[config.mk]
export PLATFORM = sky130hd
export DESIGN_NAME = pc_sequencer
export DESIGN_NICKNAME = d
export VERILOG_FILES = /design/src/rtl/pc_pkg.sv /design/src/rtl/redir_counter.sv /design/src/rtl/pc_sequencer.sv
export SDC_FILE = /design/constraint.sdc
export NUM_CORES = 1
export LEC_CHECK = 0
export CAP_MARGIN = 40
export CORE_MARGIN = 1
export CORE_UTILIZATION = 53
export CTS_BUF_LIST = sky130_fd_sc_hd__clkbuf_16
export CTS_CLUSTER_SIZE = 25
export DETAILED_ROUTE_END_ITERATION = 10
export GPL_TIMING_DRIVEN = 1
export PLACE_DENSITY = 0.92
export SETUP_SLACK_MARGIN = 0.2
export SLEW_MARGIN = 20
export SYNTH_ARGS = -nofsm -noshare
export SYNTH_HDL_FRONTEND = slang
export SYNTH_SLANG_ARGS = --single-unit
[constraint.sdc]
create_clock -name clk -period 4.04 [get_ports clk]
set_input_delay 0.808 -clock clk [delete_from_list [all_inputs] [get_ports clk]]
set_output_delay 0.808 -clock clk [all_outputs]
set_load 0.03 [all_outputs]
[src/rtl/pc_pkg.sv]
// pc_pkg: shared definitions for the fetch-side PC sequencer.
//   - pc_state_e  : sequencer state (BOOT, RUN, PEND)
//   - PC_RESET_DEFAULT : default PC loaded on reset
//   - INSN_BYTES  : instruction-word size in bytes (sequential PC step)
//   - align_word(): forces a byte address onto an instruction-word boundary
package pc_pkg;

    typedef enum logic [1:0] {
        BOOT = 2'd0,
        RUN  = 2'd1,
        PEND = 2'd2
    } pc_state_e;

    localparam logic [31:0] PC_RESET_DEFAULT = 32'h0000_3000;
    localparam logic [31:0] INSN_BYTES       = 32'd4;

    // Drop the byte-offset bits so the PC always points at a whole word.
    function automatic logic [31:0] align_word(input logic [31:0] addr);
        return {addr[31:2], 2'b00};
    endfunction

endpackage

[src/rtl/redir_counter.sv]
// redir_counter: saturating event counter for applied redirects.
// Ports:
//   clk   in  1      rising-edge clock
//   reset in  1      asynchronous active-high reset (count -> 0)
//   clr   in  1      synchronous clear (count -> 0), wins over inc
//   inc   in  1      count one event this cycle
//   cnt   out CNT_W  current count, holds at all-ones
module redir_counter #(
    parameter int CNT_W = 16
) (
    input  logic             clk,
    input  logic             reset,
    input  logic             clr,
    input  logic             inc,
    output logic [CNT_W-1:0] cnt
);

    localparam logic [CNT_W-1:0] CNT_MAX = {CNT_W{1'b1}};
    localparam logic [CNT_W-1:0] CNT_ONE = CNT_W'(1);

    logic [CNT_W-1:0] cnt_d;
    logic [CNT_W-1:0] cnt_q;

    // Next count: clear, saturating increment, or hold.
    always_comb begin
        cnt_d = cnt_q;
        if (clr) begin
            cnt_d = '0;
        end else if (inc && (cnt_q != CNT_MAX)) begin
            cnt_d = cnt_q + CNT_ONE;
        end else begin
            cnt_d = cnt_q;
        end
    end

    // Count register.
    always_ff @(posedge clk or posedge reset) begin
        if (reset) begin
            cnt_q <= '0;
        end else begin
            cnt_q <= cnt_d;
        end
    end

    assign cnt = cnt_q;

endmodule

[src/rtl/pc_sequencer.sv]
// pc_sequencer: owns the fetch PC and selects between pc+4 and an ID-stage
// redirect target, honouring hazard stalls and a multi-cycle IM acknowledge.
// A redirect that arrives while the current fetch is still outstanding is
// parked in tgt_q (state PEND) and applied on the next advancing cycle.
//
// Build option: define PC_SEQ_DELAY_SLOT_EN for MIPS delay-slot semantics
// (flush_if tied low). Undefined: flush_if squashes the wrong-path word.
//
// Ports:
//   clk        in  1      rising-edge clock
//   reset      in  1      asynchronous active-high reset
//   stall      in  1      hazard freeze of PC and IF/ID
//   if_ack     in  1      IM returned the word for pc this cycle
//   br_valid   in  1      ID resolved a branch/jump (ignored under stall)
//   br_taken   in  1      resolved branch/jump changes flow
//   br_target  in  32     redirect target address
//   pc         out 32     current fetch address
//   pc_plus4   out 32     pc + 4 (wraps)
//   if_req     out 1      fetch request to IM
//   if_valid   out 1      IF/ID may capture the fetched word
//   flush_if   out 1      squash the word captured into IF/ID this cycle
//   addr_err   out 1      sticky: misaligned redirect target accepted
//   redir_cnt  out CNT_W  saturating count of taken redirects
module pc_sequencer
    import pc_pkg::*;
#(
    parameter logic [31:0] RESET_PC = PC_RESET_DEFAULT,
    parameter int          CNT_W    = 16
) (
    input  logic             clk,
    input  logic             reset,
    input  logic             stall,
    input  logic             if_ack,
    input  logic             br_valid,
    input  logic             br_taken,
    input  logic [31:0]      br_target,
    output logic [31:0]      pc,
    output logic [31:0]      pc_plus4,
    output logic             if_req,
    output logic             if_valid,
    output logic             flush_if,
    output logic             addr_err,
    output logic [CNT_W-1:0] redir_cnt
);

    pc_state_e   state_q;
    pc_state_e   state_d;
    logic [31:0] pc_q;
    logic [31:0] pc_d;
    logic [31:0] tgt_q;
    logic [31:0] tgt_d;
    logic        addr_err_q;
    logic        addr_err_d;

    logic        req_s;
    logic        adv_s;
    logic        take_s;
    logic        redirect_s;
    logic [31:0] br_aligned_s;
    logic [31:0] pc_plus4_s;

    // Handshake qualifiers shared by the FSM, counter and error flag.
    always_comb begin
        req_s        = (state_q != BOOT);
        adv_s        = req_s & if_ack & ~stall;
        take_s       = br_valid & br_taken & ~stall;
        br_aligned_s = align_word(br_target);
        pc_plus4_s   = pc_q + INSN_BYTES;
    end

    // Next-state / next-PC selection.
    always_comb begin
        state_d    = state_q;
        pc_d       = pc_q;
        tgt_d      = tgt_q;
        redirect_s = 1'b0;
        case (state_q)
            BOOT: begin
                state_d = RUN;
            end
            RUN: begin
                if (take_s) begin
                    if (adv_s) begin
                        pc_d       = br_aligned_s;
                        redirect_s = 1'b1;
                    end else begin
                        // Fetch still outstanding: park the target.
                        tgt_d   = br_aligned_s;
                        state_d = PEND;
                    end
                end else if (adv_s) begin
                    pc_d = pc_plus4_s;
                end else begin
                    pc_d = pc_q;
                end
            end
            PEND: begin
                // A newer redirect replaces the parked one.
                if (take_s) begin
                    tgt_d = br_aligned_s;
                end else begin
                    tgt_d = tgt_q;
                end
                if (adv_s) begin
                    pc_d       = take_s ? br_aligned_s : tgt_q;
                    state_d    = RUN;
                    redirect_s = 1'b1;
                end else begin
                    pc_d = pc_q;
                end
            end
            default: begin
                state_d = BOOT;
            end
        endcase
    end

    // Sticky misaligned-target flag; only reset clears it.
    always_comb begin
        if (take_s && (br_target[1:0] != 2'b00)) begin
            addr_err_d = 1'b1;
        end else begin
            addr_err_d = addr_err_q;
        end
    end

    // Sequencer state, PC, parked target and error flag.
    always_ff @(posedge clk or posedge reset) begin
        if (reset) begin
            state_q    <= BOOT;
            pc_q       <= RESET_PC;
            tgt_q      <= 32'h0000_0000;
            addr_err_q <= 1'b0;
        end else begin
            state_q    <= state_d;
            pc_q       <= pc_d;
            tgt_q      <= tgt_d;
            addr_err_q <= addr_err_d;
        end
    end

    redir_counter #(
        .CNT_W (CNT_W)
    ) u_redir_counter (
        .clk   (clk),
        .reset (reset),
        .clr   (1'b0),
        .inc   (take_s),
        .cnt   (redir_cnt)
    );

    assign pc       = pc_q;
    assign pc_plus4 = pc_plus4_s;
    assign if_req   = req_s;
    assign if_valid = adv_s;
    assign addr_err = addr_err_q;

`ifdef PC_SEQ_DELAY_SLOT_EN
    // Delay slot: the word after the branch executes, nothing is squashed.
    assign flush_if = 1'b0;
`else
    // No delay slot: the wrong-path word entering IF/ID becomes a bubble.
    assign flush_if = redirect_s;
`endif

endmodule
==> impl_metrics.csv <==
group,metric,value,unit
finish,fillerInstances,561,
placement,hpwl,9370,um
logic_synthesis,synth_area,0.00468,sq mm
placement,portBuffers,121,
floorplan,fp.coreArea,0.00838,sq mm
logic_synthesis,ys_async_sr_fraction,1.00,
cts,holdBufCountCts,0,
logic_synthesis,ys_seq_elements,83,
grt,first_global_vias,4301,
sta,finalMaxSlewViolations,0,
finish,final_cell_area,0.00631,sq mm
pwr,clockPowerShare,0.198,
finish,areaGrowthSynthToFinish,34.9,%
sta,setup_viol,0,
worst_hold_path,hp-class,"flop to flop",
outcome,status,"finished, final reports clean",
cts,cts_root_buf,"clkbuf_16",
logic_synthesis,ys_seq_area_frac,0.445,
logic_synthesis,yosys.area.top_type_share,0.433,
grt,grt_pass1_wl,21400,um
finish,diodes,0,
cts,tritoncts,"done",
finish,fin_nets,646,
finish,drive_above_1_share,0.127,
floorplan,boundaryPins,122,
floorplan,die_w,96.0,um
sta,tightest_slew,0.573,ns
logic_synthesis,synth_warnings,0,
grt,overflow,0,
sta,period_needed,3.67,ns
sta,fin_skew,0.00839,ns
drt,drtIter0Drc,384,
worst_setup_path,cp-start-kind,"flop",
pwr,power_frac_comb,0.476,
pwr,p_leak,2.69,nW
pwr,ir_drop,529,uV
cts,post-cts-setup-buffers,0,
drt,routed_wl,13200,um
worst_setup_path,crit_path_end_kind,"primary output",
worst_hold_path,hold_path_depth,1,
floorplan,fp-row-count,33,
floorplan,die_height,96.0,um
cts,htreeDepth,3,
worst_setup_path,r2r_cells,7,
drt,drt_first_pass_iters,5,
finish,utilization,0.753,
pwr,sequentialPowerShare,0.326,
flow_run,maxCapViolations,0,
sta,holdWs,0.483,ns
finish,multiInputGateArea,0.00243,sq mm
logic_synthesis,synthCells,489,
finish,final_cells,713,
cts,clockBufferDepth,2,
grt,grt_max_degree,44,
worst_setup_path,critical_path_required,3.23,ns
placement,place_congestion,0.961,
floorplan,dieArea,0.00921,sq mm
drt,ant_nets,0,
sta,period_share,0.909,
logic_synthesis,synth_ff_type,"dfrtp_1",
logic_synthesis,synthTopCellsByCount,"81 x dfrtp_1, 44 x nand3_1, 42 x nand2_1",
worst_setup_path,critPathSlowestCell,"clkdlybuf4s50_1",
placement,placed_area,0.00598,sq mm
logic_synthesis,avgSynthCellArea,9.57,sq um
cts,worst_skew_pair.late_latency,0.34,ns
cts,clkSinkCount,83,
logic_synthesis,synth-edff-count,0,
logic_synthesis,yosysTopAreaCell,"dfrtp_1",
placement,placed_cells_incl_taps,697,
cts,path_clk_slew,0.06,ns
worst_setup_path,worstPathMaxFanout,10,
logic_synthesis,ys_types,53,
logic_synthesis,synth_nets,532,
drt,drc,0,
drt,vias,4462,
sta,hold_viol,0,
worst_setup_path,path_cells,"ha_1, nand3_2, nor3_4, nand4_1, xnor2_1, clkdlybuf4s50_1",
logic_synthesis,synthTopCellsByArea,"dfrtp_1 43%, mux2_2 7.5%, nand3_1 4.7%",
logic_synthesis,synth_most_common_cell,"dfrtp_1",
worst_setup_path,max_stage_delay,0.69,ns
finish,seqCellArea,0.00208,sq mm
sta,rsz0062_at_grt,"true",
pwr,power_density,690,mW/mm^2
pwr,p_int,2.59,mW
cts,numCtsBuffers,9,
worst_setup_path,crit_type,"flop to primary output",
grt,antenna_found_initial,0,
pwr,switchingPower,1.77,mW
drt,vias_per_cell,6.26,
floorplan,start_util,0.558,
sta,tns,0,ns
worst_setup_path,worst_ep_arrival_time,2.86,ns
grt,track_usage,0.308,
pwr,swShare,0.406,
sta,max_freq,272,MHz
drt,wl_per_cell,18.6,um
sta,timing.slew.headroom,0.617,
-- layer usage --
metal  wire, um  vias to the layer above  global-route usage
met1       5240                     2176               0.394
li1           -                     1999                   -
met4        349                        0               0.133
met3       1210                       32              0.0727
met5          0                        -                   0
met2       6430                      255               0.499
-- cell type report --
| cell class | count | share of cell area |
|---|---|---|
| inverter | 15 | 0.00912 |
| timing repair buffer | 133 | 0.206 |
| clock inverter | 7 | 0.0137 |
| clock buffer | 9 | 0.0357 |
| sequential | 83 | 0.329 |
| tap | 105 | 0.0208 |
| multi-input combinational | 361 | 0.385 |
-- metrics by stage --
stage	setup slack (ns)	power, mW
floorplan	0.911	2.72
global placement	0.635	3.40
detailed placement	0.545	3.47
CTS	0.286	4.35
global route	0.177	4.59
finish	0.368	4.36
-- flip-flops by register name, summed over array words and instances, names as in the netlist --
name / count
pc: 32
tgt_q: 32
u_redir_counter.cnt: 16
state_q: 2
addr_err: 1
-- worst max-delay path: cells and delay by family, from the launching register on --
| kind | cells | cell delay, ns |
|---|---|---|
| xor gates and xnor gates | 1 | 0.22 |
| adders and majority gates | 1 | 0.25 |
| buffers and inverters | 1 | 0.69 |
| DFF | 1 | 0.46 |
| and+or+nand+nor | 3 | 0.92 |
-- power by group through the flow --
stage	combinational (mW)	sequential (mW)	clock, mW
5_1_grt	2.22	1.46	0.902
6_report	2.08	1.42	0.861
4_1_cts	2.07	1.41	0.866
2_1_floorplan	1.15	1.57	0
3_5_place_dp	2.05	1.42	0
3_3_place_gp	2.01	1.39	0
-- worst paths after layout --
| kind | start | end | slack, ns |
|---|---|---|---|
| setup / recovery | pc[2] | pc_plus4[28] | 0.37 |
| max in group asynchronous | reset | addr_err | 2.37 |
| min in group asynchronous | reset | tgt_q[19] | 0.84 |
| hold reg to reg | addr_err | addr_err | 0.48 |
| hold / removal | addr_err | addr_err | 0.48 |
| setup reg to reg | state_q[0] | pc[28] | 1.46 |
-- cells in the final DEF (no fill, tap or decap), drive strengths merged, types with 3 or more instances in the layout --
cell type / count
and4: 5
nand4: 15
nand2: 42
inv: 16
xor2: 16
mux2i: 7
ha: 5
nor3: 6
clkdlybuf4s50: 119
o22ai: 5
o311a: 3
and2: 6
buf: 13
nor4: 3
a21oi: 39
and3: 14
xnor2: 25
o311ai: 11
o21ai: 26
mux2: 31
dfrtp: 81
nor3b: 3
clkbuf: 9
nand3: 45
o211ai: 4
nor2: 28
clkinv: 4
o2bb2ai: 4
a221oi: 3
-- timing repair --
action,4_1_cts,5_1_grt
pin swaps,0,1
resized for setup,1,2
setup endpoints to repair,4,8
-- logic make-up after synthesis --
group                    after synthesis  synth area share
AO/OA/AOI/OAI                        103             0.137
XOR/XNOR                              41            0.0768
adder cells (fa/ha/maj)                5            0.0134
buffers and inverters                 45            0.0404
flip-flops                            83             0.445
multiplexers                          38            0.0896
AND/OR/NAND/NOR                      174             0.198
(Power assumes the default switching activity.)
